### config.mk
export PLATFORM = sky130hd
export DESIGN_NAME = dot_product_stream
export DESIGN_NICKNAME = d
export VERILOG_FILES = /design/src/rtl/dot_product_stream_pkg.sv /design/src/rtl/dot_product_stream_adder_tree.sv /design/src/rtl/dot_product_stream.sv
export SDC_FILE = /design/constraint.sdc
export NUM_CORES = 1
export LEC_CHECK = 0
export ABC_AREA = 1
export BUFFER_PORTS_ARGS = -buffer_cell sky130_fd_sc_hd__buf_2
export CORE_MARGIN = 3
export CORE_UTILIZATION = 55
export DETAILED_ROUTE_END_ITERATION = 6
export PLACE_DENSITY = 0.79
export SLEW_MARGIN = 20
export SYNTH_ARGS = -nofsm -noshare
export SYNTH_HDL_FRONTEND = slang
export SYNTH_SLANG_ARGS = --single-unit
### constraint.sdc
create_clock -name clk -period 12 [get_ports clk]
set_clock_uncertainty 0.15 [all_clocks]
set_input_delay 2.4 -clock clk [delete_from_list [all_inputs] [get_ports clk]]
set_output_delay 2.4 -clock clk [all_outputs]
set_load 0.02 [all_outputs]
### src/rtl/dot_product_stream_pkg.sv
// dot_product_stream_pkg: shared constants and elaboration helpers for the dot-product datapath
package dot_product_stream_pkg;
  localparam int SGN_UNSIGNED = 0;
  localparam int SGN_TWOS = 1;
  function automatic int clog2c(input int n);
    int r = 0;
    while ((1 << r) < n) r++;
    return r;
  endfunction
endpackage

### src/rtl/dot_product_stream_adder_tree.sv
// dp_adder_tree: registered binary adder tree with enable and valid/last sideband
//  ports: clk, reset (sync, active-high), en (advance when 1), in_valid/in_last/in_data (N lanes of IW bits),
//         out_valid/out_last/out_data (IW+ceil(log2 N) bits, ceil(log2 N) cycles later; combinational for N=1)
module dp_adder_tree
  import dot_product_stream_pkg::*;
#(
  parameter int N = 3,
  parameter int IW = 16,
  parameter int SIGNED = 0,
  localparam int L = clog2c(N),
  localparam int OW = IW + L
) (
  input  logic          clk,
  input  logic          reset,
  input  logic          en,
  input  logic          in_valid,
  input  logic          in_last,
  input  logic [N*IW-1:0] in_data,
  output logic          out_valid,
  output logic          out_last,
  output logic [OW-1:0] out_data
);
  localparam int D = (L == 0) ? 1 : L;
  // nd[l] is the input row of level l; rows are 2N wide so pairs never index past the end,
  // and unused nodes stay zero, which pads odd leaves
  logic [OW-1:0] nd [D][2*N];
  logic [OW-1:0] lv_d [D][2*N];
  logic [OW-1:0] lv_q [D][2*N];
  logic [D-1:0] vld_d, vld_q, lst_d, lst_q;
  always_comb begin
    for (int k = 0; k < 2*N; k++) nd[0][k] = '0;
    for (int k = 0; k < N; k++)
      if (SIGNED == SGN_TWOS) nd[0][k] = OW'($signed(in_data[k*IW +: IW]));
      else nd[0][k] = OW'(in_data[k*IW +: IW]);
    for (int l = 1; l < D; l++) nd[l] = lv_q[l-1];
    for (int l = 0; l < D; l++) begin
      for (int k = 0; k < 2*N; k++) lv_d[l][k] = '0;
      for (int k = 0; k < N; k++) lv_d[l][k] = nd[l][2*k] + nd[l][2*k+1];
    end
    vld_d = D'({vld_q, in_valid});
    lst_d = D'({lst_q, in_last});
  end
  always_ff @(posedge clk)
    if (reset) begin
      lv_q <= '{default: '0};
      vld_q <= '0;
      lst_q <= '0;
    end else if (en) begin
      lv_q <= lv_d;
      vld_q <= vld_d;
      lst_q <= lst_d;
    end
  assign out_valid = (L == 0) ? in_valid : vld_q[D-1];
  assign out_last = (L == 0) ? in_last : lst_q[D-1];
  assign out_data = (L == 0) ? nd[0][0] : lv_q[D-1][0];
endmodule

### src/rtl/dot_product_stream.sv
// dot_product_stream: pipelined N-lane dot-product engine accumulating segments until in_last
//  ports: clk, reset (sync, active-high); in_valid/in_ready/in_last/a/b (lane i at [i*DW +: DW]);
//         out_valid/out_ready/result/overflow. Optional macro DOT_PRODUCT_SAT_EN: saturating
//         accumulation with sticky per-vector overflow; otherwise modulo-2^ACCW wrap, overflow tied 0.
module dot_product_stream
  import dot_product_stream_pkg::*;
#(
  parameter int N = 3,
  parameter int DW = 8,
  parameter int ACCW = 18,
  parameter int SIGNED = 0
) (
  input  logic            clk,
  input  logic            reset,
  input  logic            in_valid,
  output logic            in_ready,
  input  logic            in_last,
  input  logic [N*DW-1:0] a,
  input  logic [N*DW-1:0] b,
  output logic            out_valid,
  input  logic            out_ready,
  output logic [ACCW-1:0] result,
  output logic            overflow
);
  localparam int PW = 2 * DW;
  localparam int SW = PW + clog2c(N);
  if (ACCW < SW) begin : g_bad_accw
    $error("dot_product_stream: ACCW must be at least 2*DW+clog2(N)");
  end
  logic stall;
  logic [N*PW-1:0] mul, prod_d, prod_q;
  logic mv_d, mv_q, ml_d, ml_q;
  logic tv, tl;
  logic [SW-1:0] ts;
  logic [ACCW-1:0] sx, base, acc_n, acc_d, acc_q, res_d, res_q;
  logic first_d, first_q, ovld_d, ovld_q;
`ifdef DOT_PRODUCT_SAT_EN
  logic [ACCW:0] s_w;
  logic ovf, ova_n, ova_d, ova_q, ov_d, ov_q;
  assign overflow = ov_q;
`else
  assign overflow = 1'b0;
`endif
  assign stall = ovld_q & ~out_ready;
  assign in_ready = ~stall;
  assign out_valid = ovld_q;
  assign result = res_q;
  dp_adder_tree #(.N(N), .IW(PW), .SIGNED(SIGNED)) u_tree (
    .clk(clk),
    .reset(reset),
    .en(~stall),
    .in_valid(mv_q),
    .in_last(ml_q),
    .in_data(prod_q),
    .out_valid(tv),
    .out_last(tl),
    .out_data(ts)
  );
  always_comb begin
    mul = '0;
    for (int i = 0; i < N; i++)
      if (SIGNED == SGN_TWOS) mul[i*PW +: PW] = PW'($signed(a[i*DW +: DW])) * PW'($signed(b[i*DW +: DW]));
      else mul[i*PW +: PW] = PW'(a[i*DW +: DW]) * PW'(b[i*DW +: DW]);
    prod_d = stall ? prod_q : mul;
    mv_d = stall ? mv_q : in_valid;
    ml_d = stall ? ml_q : in_last;
    if (SIGNED == SGN_TWOS) sx = ACCW'($signed(ts));
    else sx = ACCW'(ts);
    base = first_q ? '0 : acc_q;
`ifdef DOT_PRODUCT_SAT_EN
    // one guard bit exposes the overflow; clamp toward the side it overflowed
    s_w = {(SIGNED == SGN_TWOS) & sx[ACCW-1], sx} + {(SIGNED == SGN_TWOS) & base[ACCW-1], base};
    ovf = (SIGNED == SGN_TWOS) ? s_w[ACCW] ^ s_w[ACCW-1] : s_w[ACCW];
    acc_n = !ovf ? s_w[ACCW-1:0] : (SIGNED == SGN_TWOS) ? {s_w[ACCW], {(ACCW-1){~s_w[ACCW]}}} : '1;
    ova_n = (!first_q & ova_q) | ovf;
    ova_d = ova_q;
    ov_d = ov_q;
`else
    acc_n = base + sx;
`endif
    acc_d = acc_q;
    first_d = first_q;
    res_d = res_q;
    ovld_d = ovld_q;
    if (!stall) begin
      ovld_d = tv & tl;
      if (tv & tl) begin
        res_d = acc_n;
        acc_d = '0;
        first_d = 1'b1;
`ifdef DOT_PRODUCT_SAT_EN
        ov_d = ova_n;
`endif
      end else if (tv) begin
        acc_d = acc_n;
        first_d = 1'b0;
`ifdef DOT_PRODUCT_SAT_EN
        ova_d = ova_n;
`endif
      end
    end
  end
  always_ff @(posedge clk)
    if (reset) begin
      prod_q <= '0;
      mv_q <= 1'b0;
      ml_q <= 1'b0;
      acc_q <= '0;
      first_q <= 1'b1;
      res_q <= '0;
      ovld_q <= 1'b0;
`ifdef DOT_PRODUCT_SAT_EN
      ova_q <= 1'b0;
      ov_q <= 1'b0;
`endif
    end else begin
      prod_q <= prod_d;
      mv_q <= mv_d;
      ml_q <= ml_d;
      acc_q <= acc_d;
      first_q <= first_d;
      res_q <= res_d;
      ovld_q <= ovld_d;
`ifdef DOT_PRODUCT_SAT_EN
      ova_q <= ova_d;
      ov_q <= ov_d;
`endif
    end
endmodule

After elaboration in Yosys (flattened, before gate mapping) --
Cells that the tools add are included.
Cells by class: add/sub/neg operators 3, multiply operators 3, div/mod/pow operators 0, order comparisons 0, eq/ne operators 0, shifts and indexed selects 0, muxes and demuxes 5, bitwise operators 4, reductions and logical operators 3
Operator list (count):
- two-way mux 18 bit | 3
- multiplier 8 x 8 -> 16 bit | 3
- adder 18 x 16 -> 18 bit | 1
- adder 18 bit | 1
- adder 16 x 16 -> 17 bit | 1
- AND reduction 2 bit | 2
- AND 1 bit | 2
- two-way mux 1 bit | 2
- inverter 1 bit | 2
- nonzero test 2 bit | 1
Storage, ports and cells: bits in registers 144, bits in latches 0, memory bits (writable) 0, ROM bits 0, input bits 53, output and inout port bits 21, logic and storage cells 30, memories 0

Logic depth before layout (Yosys ltp) --
word-level depth 4, depth in mapped cells 22

Cells and area by module --
A second synthesis with hierarchy kept.
Second synthesis, totals: cell total of the unflattened synthesis 2287, area, all modules 15182.1 um^2
By module, submodules not included:
- dot_product_stream | instances 1, cells each 1606, area each 11040.6 um^2
- dp_adder_tree | instances 1, cells each 681, area each 4141.5 um^2

Worst setup path after synthesis --
OpenSTA, ideal clock, no wires.
kind input port to flip-flop, start in a[3], end reg prod_q[15], setup time 0.114 ns, data arrival time 5.874 ns, data required time 11.736 ns, path slack 5.863 ns, stages on the path 18, path through clkbuf_1 -> nand2_1 -> inv_1 -> fa_1 -> fa_1 -> fa_1 -> inv_1 -> fa_1 -> inv_1 -> ha_1 -> nand2_1 -> or2_0 -> nand3_1 -> nand2_1 -> nand2_1 -> nor2_1 -> o21bai_1 -> inv_1
Between the ends: longest elaborated chain between the ends 1
RTL lines:
- start: declaration | line dot_product_stream.sv:18 | input logic [N*DW-1:0] a,
- multiplier 8 x 8 -> 16 bit | line dot_product_stream.sv:63 | else mul[i*PW +: PW] = PW'(a[i*DW +: DW]) * PW'(b[i*DW +: DW]);
- end signal: assignment | line dot_product_stream.sv:117 | prod_q <= prod_d;
- end: declaration | line dot_product_stream.sv:31 | logic [N*PW-1:0] mul, prod_d, prod_q;
No other way between the ends. A chain may end at the register's enable or synchronous reset.

Worst setup path after layout --
start in b[18], end reg prod_q[41]
Between the ends: longest elaborated chain between the ends 1
RTL lines:
- start: declaration | line dot_product_stream.sv:19 | input logic [N*DW-1:0] b,
- multiplier 8 x 8 -> 16 bit | line dot_product_stream.sv:63
No other way between the ends.

==> results.json <==
{
  "drive_above_1_share_pct": 6.01,
  "synth_top_area_share_pct": 19.4,
  "ys_ff_latch": 143,
  "ant_nets": 0,
  "grt_pass1_vias": 12348,
  "ios": 74,
  "chipHeight_um": 170,
  "final_cell_mix": "inv_1, nand2_1, nor2_1, ha_1, dfxtp_1",
  "cts_tree": "yes",
  "status": "finished, final reports clean",
  "fmax_ghz": 0.167,
  "grtUsageTotal_pct": 23.2,
  "final_max_slew_viol_count": 0,
  "dp.final_hpwl_um": 26000,
  "synth.cell_area_um2": 14700,
  "diodes": 0,
  "switching_power_w": 0.00109,
  "core_area_um2": 26200,
  "die_w_um": 170,
  "synth_ff_type": "dfxtp_1",
  "post_dp_cell_area_um2": 15200,
  "post_cts_buffers": 0,
  "combPwrFrac_pct": 52.0,
  "clk_latency_ns": 0.43,
  "yosysWarningCount": 0,
  "total_leakage_power_nw": 9.61,
  "avgRoutedWirePerCell_um": 13.0,
  "endpoint_kind": "flop",
  "viasPerCell": 5.13,
  "place.gp.congestion": 0.941,
  "fin_crit_sh_pct": 50.0,
  "p_int_w": 0.00143,
  "maxCapViolations": 0,
  "ctsResizeCount": 0,
  "switching_share_pct": 43.4,
  "grt_overflow": 0,
  "grt_pass1_wl_um": 56500,
  "critPathLaunchType": "primary input",
  "antenna_found_initial": 0,
  "firstDrtPassIters": 5,
  "yosysTopAreaCell": "dfxtp_1",
  "hold_buffers": 0,
  "slew_headroom_pct": 48.5,
  "synth_edf_count": 0,
  "finalSetupTns_ns": 0,
  "grt_start_max_net_pins": 80,
  "initial_utilization_pct": 56.2,
  "cp_max_fo": 8,
  "synthCells": 2165,
  "root_buffer": "clkbuf_16",
  "numClockSinks": 143,
  "setup_viol": 0,
  "drcViolationCount": 0,
  "path_clk_slew_ns": 0.06,
  "area_delta_synth_final_pct": 7.26,
  "hold_viol": 0,
  "finalCriticalPeriod_ns": 6.00,
  "yosysSeqAreaShare_pct": 19.4,
  "synth_cell_type_count": 42,
  "die-area_um2": 28800,
  "peakVddDrop_v": 0.000114,
  "synthesis.nets": 2486,
  "vias": 12904,
  "initialDrtViolationCount": 802,
  "nNetsFinal": 2489,
  "async_flop_share_pct": 0,
  "io_buffers": 72,
  "p_clk_share_pct": 22.7,
  "synth_area_per_cell_um2": 6.81,
  "final_common_cell": "inv_1",
  "yosys-top-cells-area": "dfxtp_1, fa_1, ha_1",
  "rsz0062_at_grt": "no",
  "cts_max_path_buffers": 2,
  "hold_path_class": "flop to flop",
  "p_seq_share_pct": 25.3,
  "path_class": "primary input to flop",
  "worstMarginPinSlew_ns": 0.769,
  "numCtsBuffers": 17,
  "fillers": 2422,
  "h-tree-depth": 4,
  "cp.required_ns": 12.16,
  "stdcell_area_um2": 15800,
  "crit_arrival_ns": 6.16,
  "rows": 59,
  "wl_um": 32600,
  "power_density_nw_per_um2": 159
}
[worst max-delay path, stage by stage]
cell and delay (ns):
buf_2 0.16, nand2_1 0.08, inv_1 0.05, fa_1 0.43
fa_1 0.49, inv_1 0.06, fa_1 0.48, fa_1 0.49
inv_1 0.04, ha_1 0.35, a21oi_1 0.23, nand2_1 0.14
a21boi_0 0.29, or2_2 0.17, nand3_1 0.08, o211ai_1 0.15
inv_1 0.07
[power by group through the flow]
| stage | Clock [W] | Sequential, W | Combinational (W) |
|---|---|---|---|
| 2_1_floorplan | 0 | 0.000615 | 0.00103 |
| 3_3_place_gp | 0 | 0.000644 | 0.00126 |
| 3_5_place_dp | 0 | 0.000645 | 0.00129 |
| 4_1_cts | 0.000580 | 0.000636 | 0.00131 |
| 5_1_grt | 0.000603 | 0.000645 | 0.00151 |
| 6_report | 0.000572 | 0.000636 | 0.00131 |
[through the flow]
step	cells	hold WS [ns]	worst slack [ns]	power, W	utilization, %
final	2516	0.300	6.00	0.00252	60.3
after global routing	2516	0.310	5.83	0.00276	60.3
after CTS	2516	0.303	6.05	0.00252	60.3
after detailed placement	2484	0.283	5.63	0.00194	57.9
after global placement	2484	0.284	5.70	0.00190	57.9
after floorplan	2165	0.295	5.86	0.00164	-
[flip-flops by register name, summed over array words and instances, names as in the netlist]
| register | cells |
|---|---|
| mv_q | 1 |
| prod_q | 48 |
| out_valid | 1 |
| u_tree.lst_q | 2 |
| result | 18 |
| ml_q | 1 |
| u_tree.vld_q | 2 |
| u_tree.out_data | 18 |
| acc_q | 18 |
| u_tree.lv_q | 33 |
| first_q | 1 |
[logic make-up after synthesis]
| logic type | after synthesis | share of synthesized area [%] |
|---|---|---|
| simple gates | 835 | 23.3 |
| buf+inv | 582 | 15.1 |
| compound gates | 304 | 11.8 |
| fa+ha+maj | 268 | 28.4 |
| flops | 143 | 19.4 |
| xor+xnor | 32 | 1.90 |
| other cells | 1 | 0.0254 |
[area by class of cell]
cell class,count,area [um^2],share of cell area [%]
clock inverters,13,198,1.25
multi-input cells,1440,9660,61.1
well taps,335,419,2.65
flip-flops and latches,143,2860,18.1
repair buffers,75,383,2.42
inverters,491,1850,11.7
clock buffers,19,443,2.80
[cell usage after synthesis, types with 2 or more instances]
cell type,instances
nand4_1,12
dfxtp_1,143
a22o_1,6
or2_2,11
or2_0,4
nor2_4,3
clkbuf_1,68
o211ai_1,18
a21oi_2,3
buf_4,2
fa_1,111
or2_1,3
nor2_1,177
buf_2,21
a21o_1,10
o21bai_1,33
a21boi_0,3
nand3_2,2
o21ai_0,117
a31oi_1,6
inv_1,489
xnor2_1,7
nor3_1,10
nand3_1,120
nand3b_1,3
nand2_1,485
ha_1,157
a21oi_1,103
xor2_1,25
[path summary, 6_finish.rpt]
check	start	to	slack (ns)	cells after the start
worst max-delay path	b[18]	prod_q[41]	6.00	17
worst min-delay path	result[16]	result[16]	0.30	2
worst max register to register	first_q	acc_q[16]	9.35	13
worst min register to register	result[16]	result[16]	0.30	2
[metal layers]
layer | vias up | GRT usage, % | wire, um
met1 | 5930 | 32.5 | 15700
met3 | 44 | 2.35 | 1380
met2 | 297 | 38.7 | 15000
li1 | 6633 | - | -
met5 | - | 0 | 0
met4 | 0 | 6.08 | 521
Power figures use the tool's default switching activity.
